`config.mk`:
```
export PLATFORM = sky130hd
export DESIGN_NAME = param_loader
export DESIGN_NICKNAME = d
export VERILOG_FILES = /design/src/rtl/param_loader_pkg.sv /design/src/rtl/param_bank_addr_gen.sv /design/src/rtl/param_loader.sv
export SDC_FILE = /design/constraint.sdc
export NUM_CORES = 1
export LEC_CHECK = 0
export ABC_CLOCK_PERIOD_IN_PS = 5900
export CORE_MARGIN = 2
export CORE_UTILIZATION = 50
export CTS_CLUSTER_SIZE = 40
export DETAILED_ROUTE_END_ITERATION = 10
export PLACE_DENSITY = 0.86
export RECOVER_POWER = 50
export SYNTH_ARGS = -nofsm -noshare
export SYNTH_HDL_FRONTEND = slang
export SYNTH_SLANG_ARGS = --single-unit
```
`constraint.sdc`:
```
create_clock -name clk -period 5.9 [get_ports clk]
set_clock_uncertainty 0.2 [all_clocks]
set_input_delay 0.59 -clock clk [delete_from_list [all_inputs] [get_ports clk]]
set_output_delay 0.59 -clock clk [all_outputs]
set_load 0.02 [all_outputs]
```
`src/rtl/param_loader_pkg.sv`:
```
`default_nettype none
// ============================================================================
// Module      : param_loader_pkg
// Description : Shared parameter-memory types, sizes and loader FSM states.
// Revision    : 1.0 - initial release
// ============================================================================
package param_loader_pkg;

  localparam int CIM_PARAMS_BANK_SIZE_NUM_WORD = 15872;
  localparam int CIM_PARAMS_NUM_BANKS          = 2;

  typedef logic [14:0] Param_t;
  typedef logic [14:0] ParamAddr_t;
  typedef logic [13:0] ParamBankAddr_t;

  typedef enum logic [1:0] {
    PL_IDLE   = 2'd0,
    PL_LOAD   = 2'd1,
    PL_FINISH = 2'd2
  } ParamLoaderState_t;

  // The 16-bit sum keeps base + count from wrapping before the compare.
  function automatic logic range_exceeds(input ParamAddr_t base,
                                         input ParamAddr_t count,
                                         input int         limit);
    logic [15:0] sum;
    sum = {1'b0, base} + {1'b0, count};
    return sum > 16'(limit);
  endfunction

endpackage
`default_nettype wire

```
`src/rtl/param_bank_addr_gen.sv`:
```
`default_nettype none
// ============================================================================
// Module      : param_bank_addr_gen
// Description : Splits a flat parameter address into bank select + bank
//               address and advances it one word at a time.
// Revision    : 1.0 - initial release
// ============================================================================
module param_bank_addr_gen
  import param_loader_pkg::*;
#(
  parameter int BANK_SIZE = CIM_PARAMS_BANK_SIZE_NUM_WORD
) (
  input  logic           clk,
  input  logic           rst,
  input  logic           load,
  input  ParamAddr_t     load_addr,
  input  logic           incr,
  output logic           bank_sel,
  output ParamBankAddr_t bank_addr
);

  localparam ParamAddr_t     c_bank_size = ParamAddr_t'(BANK_SIZE);
  localparam ParamBankAddr_t c_last_addr = ParamBankAddr_t'(BANK_SIZE - 1);

  logic       w_load_bank;
  ParamAddr_t w_load_off;

  assign w_load_bank = (load_addr >= c_bank_size);
  assign w_load_off  = w_load_bank ? (load_addr - c_bank_size) : load_addr;

  always_ff @(posedge clk or posedge rst) begin
    if (rst) begin
      bank_sel  <= 1'b0;
      bank_addr <= '0;
    end else if (load) begin
      bank_sel  <= w_load_bank;
      bank_addr <= ParamBankAddr_t'(w_load_off);
    end else if (incr) begin
      // Top of bank 1 is never passed: the job range check forbids it.
      if (bank_addr == c_last_addr) begin
        bank_sel  <= 1'b1;
        bank_addr <= '0;
      end else begin
        bank_addr <= bank_addr + 1'b1;
      end
    end
  end

endmodule
`default_nettype wire

```
`src/rtl/param_loader.sv`:
```
`default_nettype none
// ============================================================================
// Module      : param_loader
// Description : Streams host parameter words into the CIM parameter banks,
//               one registered write per accepted word. Optional checksum
//               verification is built when PARAM_LOADER_CHECKSUM_EN is defined.
// Revision    : 1.0 - initial release
// ============================================================================
module param_loader
  import param_loader_pkg::*;
#(
  parameter int BANK_SIZE = CIM_PARAMS_BANK_SIZE_NUM_WORD,
  parameter int NUM_BANKS = CIM_PARAMS_NUM_BANKS
) (
  input  logic        clk,
  input  logic        rst,
  input  logic        start,
  input  logic [14:0] base_addr,
  input  logic [14:0] len,
  input  logic [15:0] exp_checksum,
  input  logic        in_valid,
  input  logic [14:0] in_data,
  output logic        in_ready,
  input  logic        mem_busy,
  output logic        mem_wr_en,
  output logic        mem_bank_sel,
  output logic [13:0] mem_bank_addr,
  output logic [14:0] mem_wr_data,
  output logic        busy,
  output logic        done,
  output logic        err,
  output logic [14:0] words_written
);

  localparam int c_total_words = NUM_BANKS * BANK_SIZE;

  ParamLoaderState_t r_state;
  ParamAddr_t        r_len;

  logic           w_start;
  logic           w_range_err;
  logic           w_accept;
  logic           w_gen_bank;
  ParamBankAddr_t w_gen_addr;
  logic           w_cs_err;

  assign w_start     = start && (r_state == PL_IDLE);
  assign w_range_err = range_exceeds(base_addr, len, c_total_words);
  assign in_ready    = (r_state == PL_LOAD) && !mem_busy;
  assign w_accept    = in_valid && in_ready;

  param_bank_addr_gen #(
    .BANK_SIZE (BANK_SIZE)
  ) u_addr_gen (
    .clk       (clk),
    .rst       (rst),
    .load      (w_start),
    .load_addr (base_addr),
    .incr      (w_accept),
    .bank_sel  (w_gen_bank),
    .bank_addr (w_gen_addr)
  );

`ifdef PARAM_LOADER_CHECKSUM_EN
  logic [15:0] r_sum;
  logic [15:0] r_exp;

  always_ff @(posedge clk or posedge rst) begin
    if (rst) begin
      r_sum <= '0;
      r_exp <= '0;
    end else if (w_start) begin
      r_sum <= '0;
      r_exp <= exp_checksum;
    end else if (w_accept) begin
      r_sum <= r_sum + {1'b0, in_data};
    end
  end

  assign w_cs_err = (r_sum != r_exp);
`else
  logic w_unused_exp;
  assign w_unused_exp = ^exp_checksum;
  assign w_cs_err     = 1'b0;
`endif

  always_ff @(posedge clk or posedge rst) begin
    if (rst) begin
      r_state       <= PL_IDLE;
      r_len         <= '0;
      mem_wr_en     <= 1'b0;
      mem_bank_sel  <= 1'b0;
      mem_bank_addr <= '0;
      mem_wr_data   <= '0;
      busy          <= 1'b0;
      done          <= 1'b0;
      err           <= 1'b0;
      words_written <= '0;
    end else begin
      done      <= 1'b0;
      mem_wr_en <= 1'b0;
      case (r_state)
        PL_IDLE: begin
          if (start) begin
            r_len         <= len;
            err           <= w_range_err;
            words_written <= '0;
            if (w_range_err || (len == '0)) begin
              done <= 1'b1;
            end else begin
              r_state <= PL_LOAD;
              busy    <= 1'b1;
            end
          end
        end
        PL_LOAD: begin
          if (w_accept) begin
            mem_wr_en     <= 1'b1;
            mem_bank_sel  <= w_gen_bank;
            mem_bank_addr <= w_gen_addr;
            mem_wr_data   <= in_data;
            words_written <= words_written + 1'b1;
            if ((words_written + 1'b1) == r_len) begin
              r_state <= PL_FINISH;
            end
          end
        end
        PL_FINISH: begin
          // Last write is on the port now; checksum includes it already.
          r_state <= PL_IDLE;
          busy    <= 1'b0;
          done    <= 1'b1;
          if (w_cs_err) begin
            err <= 1'b1;
          end
        end
        default: begin
          r_state <= PL_IDLE;
          busy    <= 1'b0;
        end
      endcase
    end
  end

endmodule
`default_nettype wire

```
==> run_results.csv <==
group,metric,value,unit
hold_path,min_to,"mem_wr_data[12]",
yosys,synth_edf_count,0,
grt,grt_pass1_wl,21000,um
yosys,synthTopCellsByArea,"dfrtp_1 (41%), nand2_1 (13%), ha_1 (4.6%), o21ai_0 (4.5%), xnor2_1 (3.6%)",
route,drt-pass1-iter-count,5,
cells_and_area,multi_input_area,0.00276,mm2
route,wirelength,13200,um
sta,setup_viol,0,
worst_setup_path,rr_endpoint,"r_state[0]",
cells_and_area,stdcell_count,809,
grt,grt_pass1_vias,4430,
clock_network,post-cts-setup-buffer-count,0,
run,drv_cap,0,
placement,dpl.hpwl,9730,um
sta,min_period,3.72,ns
placement,gp_congestion,1.00,
status,status,"complete, no violations",
sta,relSlewSlack,0.0742,
worst_setup_path,cp-start-kind,"primary input",
yosys,ys_warn_count,0,
sta,fin_ws,2.18,ns
power_and_ir_drop,power.density,355,mW/mm2
yosys,syn_area,0.00492,mm2
yosys,synthMuxAreaShare,0.0153,
yosys,synth_seq_cells,81,
floorplanning,start_util,0.508,
yosys,synthXorXnorAreaFrac,0.0552,
yosys,synth_compound_area_frac,0.180,
floorplanning,die-area,0.0107,mm2
clock_network,cts_made_buffers,9,
floorplanning,die_y,103,um
clock_network,insertion_delay,0.37,ns
worst_setup_path,rr_worst_depth,9,
clock_network,cts.sinks,81,
route,drtIter0Drc,256,
sta,grt_setup_unrepaired,"no",
route,drtAntennaViolNets,0,
route,avgRoutedWirePerCell,16.3,um
grt,grt_usage,0.257,
hold_path,hp-class,"reg2reg",
yosys,yosys.cell_types.count,68,
yosys,async_flop_share,1.00,
route,vias_per_cell,5.76,
floorplanning,die_x,103,um
hold_path,min_from,"mem_wr_data[12]",
worst_setup_path,crit_path_end_kind,"flip-flop",
grt,overflow,0,
cells_and_area,n_fill_cell,821,
floorplanning,rows,36,
power_and_ir_drop,p_total,2.21,mW
grt,grt_max_degree,57,
yosys,synthSimpleGateAreaFrac,0.260,
route,vias,4663,
floorplanning,pin_count,116,
yosys,avgSynthCellArea,8.48,um2
yosys,yosys_most_used_dff,"dfrtp_1",
placement,portBuffers,99,
yosys,synth_most_common_cell,"nand2_1",
worst_setup_path,critPathMaxFanout,3,
yosys,synthCells,580,
power_and_ir_drop,leakage,2.77,nW
yosys,synthTopCellsByCount,"nand2_1 (176), dfrtp_1 (81), o21ai_0 (44)",
sta,maxSlewViolCount,0,
worst_setup_path,rr_startpoint,"words_written[0]",
worst_setup_path,required,5.94,ns
sta,tns,0,ns
sta,fin_crit_sh,0.631,
yosys,ys_seq_area_frac,0.412,
route,drc,0,
floorplanning,coreArea,0.00968,mm2
yosys,postSynthNetCount,665,
worst_setup_path,rrSetupSlack,2.92,ns
hold_path,holdPathStages,2,
worst_setup_path,critPathArrivalTime,3.76,ns
cells_and_area,drive_above_1_share,0.0577,
clock_network,cts_resized,0,
cells_and_area,final_nets,756,
clock_network,cts_buffer_depth,2,
worst_setup_path,worstPathCellList,"clkdlybuf4s50_1 -> ha_1 -> fa_1 -> xnor2_1 -> o2111ai_1 -> nor3_1 -> o211ai_1 -> a2111oi_4 -> nor4b_4 -> a2111oi_0 -> nor2_1",
yosys,synthAdderAreaFrac,0.0498,
power_and_ir_drop,ir_worst_vdd,0.175,mV
worst_setup_path,critPathSlowestCell,"a2111oi_0",
cells_and_area,ff_latch_area,0.00203,mm2
sta,fmax,0.269,GHz
cells_and_area,area_growth,26.5,%
yosys,synth_top_family_by_area,"simple AND/OR/NAND/NOR gates",
clock_network,cts_tree,"built",
cells_and_area,diodes,0,
worst_setup_path,worstSetupPathType,"in2reg",
grt,antenna_found_initial,0,
yosys,yosys.area.top_type,"dfrtp_1",
placement,placed_cells,793,
worst_setup_path,slowest_delay,0.57,ns
clock_network,cts_hold_buffers,0,
sta,final-hold-violation-count,0,
clock_network,clk_pin_slew,0.08,ns
placement,place_ws,1.89,ns
sta,worst_pin_slew,1.38,ns
clock_network,cts_htree_levels,3,
clock_network,cts_root_buffer,"clkbuf_8",
yosys,yosysTopAreaCellShare,0.412,
[routing by layer]
| metal | global-route usage | up-vias | wire [um] |
|---|---|---|---|
| li1 | - | 2208 | - |
| met1 | 0.337 | 2207 | 5800 |
| met2 | 0.413 | 212 | 6070 |
| met3 | 0.0551 | 36 | 980 |
| met4 | 0.112 | 0 | 347 |
| met5 | 0 | - | 0 |
[cells by family (layout without fill, tap and decap cells)]
logic type | count (synthesis) | in the layout
DFF | 81 | 81
buffers and inverters | 33 | 129
AOI/OAI and AO/OA | 123 | 123
and+or+nand+nor | 286 | 286
muxes | 7 | 7
xor gates and xnor gates | 31 | 31
adders and majority gates | 19 | 19
[power breakdown]
group	switching (mW)	internal [mW]	total (mW)
sequential	0.167	0.738	0.905
combinational	0.476	0.397	0.873
clock	0.200	0.230	0.430
[per-stage QoR]
step	cell area, um2	utilization	hold WS [ns]
6_report	6220	0.643	0.271
5_1_grt	6220	0.643	0.302
4_1_cts	6220	0.643	0.281
3_5_place_dp	6020	0.621	0.262
3_3_place_gp	6020	0.621	0.258
2_1_floorplan	4920	-	0.240
[worst max path at each step]
stage / slack (ns) / cells past startpoint / end / from
finish: 2.18 / 11 / err / base_addr[0]
global route: 1.96 / 11 / err / base_addr[0]
CTS: 2.24 / 11 / err / base_addr[0]
detailed placement: 1.89 / 11 / err / base_addr[0]
global placement: 1.77 / 11 / err / base_addr[0]
floorplan: 2.70 / 10 / done / base_addr[0]
[area by class of cell]
type,count,share of cell area
Clock buffer,14,0.0277
Clock inverter,2,0.00563
Inverter,9,0.00543
Multi-Input combinational cell,466,0.444
Sequential cell,81,0.326
Tap cell,133,0.0267
Timing Repair Buffer,104,0.165
[worst max-delay path: cells and delay by family]
kind	cells	cell delay [ns]
compound gates	4	1.22
fa+ha+maj	2	0.71
simple gates	3	0.51
xor+xnor	1	0.23
buf+inv	1	0.49
[sequential cells by signal, summed over array words and instances, names as in the netlist]
signal,count
words_written,15
u_addr_gen.bank_addr,14
mem_wr_en,1
busy,1
mem_wr_data,15
mem_bank_sel,1
r_len,15
r_state,2
done,1
u_addr_gen.bank_sel,1
mem_bank_addr,14
err,1
[layout by cell type (no fill, tap or decap), types with 2 or more instances in the layout]
| cell | n |
|---|---|
| nor2_1 | 37 |
| xor2_1 | 11 |
| nand3_1 | 15 |
| o22ai_1 | 2 |
| nor3_1 | 9 |
| nor2b_1 | 3 |
| nand4_1 | 4 |
| clkbuf_1 | 2 |
| a31oi_1 | 6 |
| and2_1 | 2 |
| a21oi_1 | 19 |
| nor4_1 | 8 |
| a211oi_1 | 3 |
| a22o_1 | 4 |
| o31ai_1 | 5 |
| buf_4 | 5 |
| clkdlybuf4s50_1 | 83 |
| and4_1 | 3 |
| clkbuf_8 | 12 |
| o21a_1 | 2 |
| o21ai_1 | 2 |
| inv_1 | 9 |
| a211oi_2 | 2 |
| mux2i_1 | 6 |
| xnor2_1 | 20 |
| nor3b_1 | 5 |
| o21ai_0 | 44 |
| a221o_1 | 4 |
| o211ai_1 | 3 |
| and3_1 | 7 |
| or2_2 | 2 |
| a21o_1 | 2 |
| dlygate4sd3_1 | 16 |
| ha_1 | 18 |
| dfrtp_1 | 81 |
| nand2b_1 | 8 |
| nand2_1 | 176 |
| o311ai_0 | 2 |
No activity file was read; power rests on OpenSTA's default activity.
